[src/rtl/cdb_arbiter_pkg.sv]
// Shared definitions for the common data bus arbiter and its round-robin picker.
// The ROB geometry defines live here so that every file compiled after this one agrees on tag width.
`ifndef CDB_PARAMS_DEFINED
`define CDB_PARAMS_DEFINED
`define ROB_SIZE    32
`define ROB_WIDTH   5
`define CDB_SRC_NUM 3
`endif

package cdb_arbiter_pkg;

   localparam int ROB_W       = `ROB_WIDTH;
   localparam int CDB_SRC_NUM = `CDB_SRC_NUM;
   localparam int VALUE_W     = 32;

   typedef enum logic [1:0] {
      SRC_ALU    = 2'd0,
      SRC_LSB    = 2'd1,
      SRC_BRANCH = 2'd2
   } cdb_src_e;

endpackage

[src/rtl/cdb_rr_pick.sv]
// Purely combinational round-robin picker: scans requests starting one past the last grant.
// Kept generic so the RS issue selector can reuse it.
module cdb_rr_pick #(
   parameter int NUM_REQ = 3,
   parameter int IDX_W   = $clog2(NUM_REQ)
) (
   input  logic [NUM_REQ-1:0] req,
   input  logic [IDX_W-1:0]   last,
   output logic [NUM_REQ-1:0] grant,
   output logic [IDX_W-1:0]   gidx,
   output logic               any
);

   logic [IDX_W-1:0] idx;

   // First requester found after 'last' (wrapping) wins; later hits are masked by 'any'.
   always_comb begin
      grant = '0;
      gidx  = '0;
      any   = 1'b0;
      idx   = '0;
      for (int k = 1; k <= NUM_REQ; k++) begin
         idx = IDX_W'((int'(last) + k) % NUM_REQ);
         if (!any && req[idx]) begin
            grant[idx] = 1'b1;
            gidx       = idx;
            any        = 1'b1;
         end
      end
   end

endmodule

[src/rtl/cdb_arbiter.sv]
// Drains one-entry per-source holding buffers onto the registered common data bus,
// one broadcast per cycle in round-robin order. Flush empties every buffer.
module cdb_arbiter
   import cdb_arbiter_pkg::*;
#(
   parameter int NUM_SRC = CDB_SRC_NUM,
   parameter int IDX_W   = $clog2(NUM_SRC)
) (
   input  logic                       clk_in,
   input  logic                       rst_in,
   input  logic                       rdy_in,
   input  logic                       clear,
   input  logic [NUM_SRC-1:0]         src_valid,
   input  logic [NUM_SRC*ROB_W-1:0]   src_rob_id,
   input  logic [NUM_SRC*VALUE_W-1:0] src_value,
   output logic [NUM_SRC-1:0]         src_ready,
   output logic                       cdb_valid,
   output logic [ROB_W-1:0]           cdb_rob_id,
   output logic [VALUE_W-1:0]         cdb_value
);

   logic [NUM_SRC-1:0] buf_valid;
   logic [ROB_W-1:0]   buf_rob_id [NUM_SRC];
   logic [VALUE_W-1:0] buf_value  [NUM_SRC];
   logic [IDX_W-1:0]   last;

   logic [NUM_SRC-1:0] grant;
   logic [IDX_W-1:0]   gidx;
   logic               any;
   logic [NUM_SRC-1:0] accept;

   cdb_rr_pick #(
      .NUM_REQ (NUM_SRC),
      .IDX_W   (IDX_W)
   ) u_pick (
      .req   (buf_valid),
      .last  (last),
      .grant (grant),
      .gidx  (gidx),
      .any   (any)
   );

   // A buffer draining this cycle can take a new entry at the same edge, keeping a sole requester at full rate.
   assign src_ready = {NUM_SRC{rdy_in & ~clear}} & (~buf_valid | grant);
   assign accept    = src_valid & src_ready;

   always_ff @(posedge clk_in or posedge rst_in) begin
      if (rst_in) begin
         buf_valid  <= '0;
         last       <= IDX_W'(NUM_SRC - 1);
         cdb_valid  <= 1'b0;
         cdb_rob_id <= '0;
         cdb_value  <= '0;
         for (int i = 0; i < NUM_SRC; i++) begin
            buf_rob_id[i] <= '0;
            buf_value[i]  <= '0;
         end
      end else if (rdy_in) begin
         if (clear) begin
            buf_valid <= '0;
            cdb_valid <= 1'b0;
            last      <= IDX_W'(NUM_SRC - 1);
         end else begin
            for (int i = 0; i < NUM_SRC; i++) begin
               if (accept[i]) begin
                  buf_valid[i]  <= 1'b1;
                  buf_rob_id[i] <= src_rob_id[i*ROB_W +: ROB_W];
                  buf_value[i]  <= src_value[i*VALUE_W +: VALUE_W];
               end else if (grant[i]) begin
                  buf_valid[i]  <= 1'b0;
               end
            end
            cdb_valid <= |buf_valid;
            if (any) begin
               cdb_rob_id <= buf_rob_id[gidx];
               cdb_value  <= buf_value[gidx];
               last       <= gidx;
            end
         end
      end
   end

endmodule
[config.mk]
export PLATFORM = sky130hd
export DESIGN_NAME = cdb_arbiter
export DESIGN_NICKNAME = d
export VERILOG_FILES = /design/src/rtl/cdb_arbiter_pkg.sv /design/src/rtl/cdb_rr_pick.sv /design/src/rtl/cdb_arbiter.sv
export SDC_FILE = /design/constraint.sdc
export NUM_CORES = 1
export LEC_CHECK = 0
export CORE_MARGIN = 2
export CORE_UTILIZATION = 30
export CTS_CLUSTER_SIZE = 10
export DETAILED_ROUTE_END_ITERATION = 7
export GPL_TIMING_DRIVEN = 0
export PLACE_DENSITY_LB_ADDON = 0.25
export SETUP_SLACK_MARGIN = 0.02
export SLEW_MARGIN = 20
export SYNTH_ARGS = -nofsm -noshare
export SYNTH_HDL_FRONTEND = slang
export SYNTH_SLANG_ARGS = --single-unit
[constraint.sdc]
create_clock -name clk_in -period 6.29 [get_ports clk_in]
set_input_delay 1.258 -clock clk_in [delete_from_list [all_inputs] [get_ports clk_in]]
set_output_delay 1.258 -clock clk_in [all_outputs]
set_load 0.1 [all_outputs]
==> results.py <==
metrics = {
    "timing": {
        "rsz0062_at_grt": "false",
        "finalSetupTns_ps": 0,
        "fin_skew_ps": 9.32,
        "fmax_mhz": 204,
        "fin_crit_sh_pct": 77.9,
        "finalMaxSlewViolations": 0,
        "relSlewSlack_pct": 30.0,
        "fin_crit_ps": 4900,
        "hold_violations": 0,
        "holdWs_ps": 503,
        "setup_viol": 0,
        "worst_pin_slew_ps": 1050,
    },
    "detailed_routing": {
        "drc": 0,
        "maxUsedRoutingLayer": "met4",
        "route.met2.wl_mm": 9.14,
        "wl_met3_um": 778,
        "drt.antenna.violating_nets": 0,
        "drtIter0Drc": 300,
        "route.detailed.wl_per_inst_um": 18.5,
        "met1_length_mm": 8.32,
        "drt_pass1_iterations": 5,
        "avgViaCountPerCell": 4.84,
        "totalWireLength_mm": 18.5,
        "vias": 4832,
    },
    "power": {
        "total_leakage_power_nw": 4.07,
        "pwr_density_cell_nw_per_um2": 594,
        "irDropWorstVdd_uv": 258,
        "power.total_w": 0.00564,
    },
    "grt": {
        "grt-ovfl-total": 0,
        "antenna_found_initial": 0,
        "first_global_vias": 5350,
        "grt_pass1_wl_mm": 29.4,
        "gr-usage-all-layers_pct": 15.7,
        "grt_max_degree": 96,
    },
    "floorplanning": {
        "die_y_um": 156,
        "coreArea_um2": 22700,
        "initial_core_util_pct": 30.6,
        "die_x_um": 156,
        "num_rows": 55,
        "io_pins": 159,
        "dieArea_um2": 24400,
    },
    "yosys": {
        "synthCells": 524,
        "synth_area_per_cell_um2": 13.2,
        "synth_compound_area_share_pct": 6.83,
        "synthAdderAreaFrac_pct": 0.721,
        "synth-edff-count": 0,
        "synth_nets": 646,
        "syn_area_um2": 6940,
        "ys_seq_area_share_pct": 55.5,
        "yosysWarnings": 0,
        "ys_types": 49,
        "async_flop_share_pct": 100,
        "synth_mux_area_share_pct": 25.6,
        "synthXorXnorAreaFrac_pct": 0,
        "synth_top_family_by_area": "multiplexers",
        "yosys.area_share.simple_pct": 7.21,
        "yosys_register_bits": 154,
        "synthFlopType": "dfrtp_1",
    },
    "setup_path": {
        "ff2ff_path_depth": 8,
        "slowest_delay_ps": 1140,
        "path_class": "primary input to output port",
        "arrival_ps": 3640,
        "path_cells": "clkdlybuf4s50_1 -> or2b_2 -> a31oi_1 -> o31a_1 -> clkdlybuf4s50_1",
        "reg2reg_slack_ps": 3170,
        "r2r-start": "last[0]",
        "critPathBufInv": 2,
        "cp_max_fo": 8,
        "reg2reg_to": "buf_value[70]",
        "critPathMostFrequentCell": "clkdlybuf4s50_1",
        "cpLargestDelayFamily": "buffers and inverters",
        "crit_path_start_kind": "primary input",
        "crit_required_ps": 5030,
        "cpMaxStageDelayCell": "clkdlybuf4s50_1",
        "cp-end-kind": "output port",
    },
    "placement": {
        "dp_hpwl_mm": 13.1,
        "io_buffers": 157,
        "dpl.cell_count": 967,
        "dpl_cell_area_um2": 8910,
        "finalWeightedCongestion": 0.791,
    },
    "clock_network": {
        "cts_tree": "yes",
        "postCtsHoldBufs": 0,
        "clock-sinks": 154,
        "cts_buffers": 17,
        "post_cts_buffers": 0,
        "htreeDepth": 4,
        "path_clk_slew_ps": 70,
        "cts_resized": 0,
        "clockBufferDepth": 2,
        "cts-root-buf": "clkbuf_16",
        "insertion_delay_ps": 420,
    },
    "cells_and_area": {
        "stdcell_area_um2": 9490,
        "nNetsFinal": 823,
        "nFillCells": 2138,
        "instances_no_fill": 999,
        "drive_above_1_share_pct": 25.5,
        "area_growth_pct": 36.7,
        "num_antenna_cells": 0,
    },
    "worst_hold_path": {
        "whs_path_depth": 2,
        "hp-start": "cdb_value[18]",
        "holdPathEnd": "cdb_value[18]",
        "hold_path.class": "register to register",
    },
    "flow_run": {
        "cap_violations": 0,
    },
    "outcome": {
        "status": "finished, final reports clean",
    },
}
[how the worst max path moves through the flow]
stage	start	to	slack (ps)	cells past startpoint
2_1_floorplan	rst_in	buf_rob_id[0]	880	1
3_3_place_gp	rst_in	buf_value[46]	-1150	2
3_5_place_dp	clear	src_ready[1]	1380	5
4_1_cts	clear	src_ready[1]	1370	5
5_1_grt	clear	src_ready[1]	1310	5
6_report	clear	src_ready[1]	1390	5
[stage by stage]
stage | utilization, % | setup slack (ps)
2_1_floorplan | - | 884
3_3_place_gp | 39.1 | -1150
3_5_place_dp | 39.2 | 1380
4_1_cts | 41.8 | 1370
5_1_grt | 41.8 | 1310
6_report | 41.8 | 1390
[layout by cell type (no fill, tap or decap), drive strengths merged, types with 8 or more instances in the layout]
cell	Yosys	routed
clkbuf	8	26
nand2	48	48
mux2	112	112
nand3	37	37
nor2	8	8
inv	8	15
mux2i	40	40
buf	27	28
o211ai	37	37
clkdlybuf4s50	0	157
dfrtp	153	153
[Yosys cell counts (2+ instances only)]
| library cell | count | area, um^2 |
|---|---|---|
| mux2_2 | 82 | 923 |
| o21ai_0 | 3 | 15.0 |
| inv_1 | 8 | 30.0 |
| buf_2 | 12 | 60.1 |
| or2_1 | 2 | 12.5 |
| nand2_1 | 48 | 180 |
| ha_1 | 4 | 50.1 |
| mux2i_1 | 40 | 400 |
| buf_1 | 2 | 7.51 |
| nand3_1 | 37 | 185 |
| nor2_2 | 2 | 12.5 |
| a31oi_1 | 3 | 18.8 |
| o22ai_1 | 4 | 25.0 |
| o211ai_1 | 37 | 278 |
| buf_12 | 4 | 80.1 |
| buf_4 | 8 | 60.1 |
| nor2_1 | 6 | 22.5 |
| clkbuf_1 | 7 | 26.3 |
| dfrtp_1 | 153 | 3830 |
| mux2_4 | 30 | 450 |
| a21oi_1 | 4 | 20.0 |
[worst reg2reg max path, cell delays in order, from the launching register on]
cell and delay, ps:
dfrtp_1 390, inv_1 80, ha_1 380, clkbuf_1 360, a32oi_1 190, o211a_1 290
nor2_2 610, buf_4 340, mux2_2 370
[layout make-up]
type / instances / area, um^2 / share of cell area [%]
Timing Repair Buffer: 158 / 1600 / 16.8
Tap cell: 285 / 357 / 3.76
Clock buffer: 18 / 429 / 4.52
Clock inverter: 14 / 158 / 1.66
Buffer: 35 / 259 / 2.73
Multi-Input combinational cell: 327 / 2800 / 29.5
Inverter: 8 / 37.5 / 0.395
Sequential cell: 154 / 3850 / 40.6
[flip-flops by register name, summed over array words and instances, names as in the netlist]
name        cells
buf_rob_id     15
buf_valid       3
buf_value      96
cdb_rob_id      5
cdb_valid       1
cdb_value      32
last            2
[where the power goes]
| group | internal, W | switching [W] |
|---|---|---|
| combinational | 0.00109 | 0.00179 |
| clock | 0.000563 | 0.000454 |
| sequential | 0.00147 | 0.000264 |
| total | 0.00312 | 0.00251 |
[cells by family after synthesis]
kind of cell | Yosys count
compound gates | 64
fa+ha+maj | 4
buf+inv | 43
flops | 154
mux | 152
simple gates | 107
[per-layer routing]
metal  GRT usage, %  up-vias
met2           26.0      131
met5              0        -
met3           3.31       17
met4           4.72        0
met1           20.7     2445
li1               -     2239
Note: power is estimated with default switching activity, not from simulation.
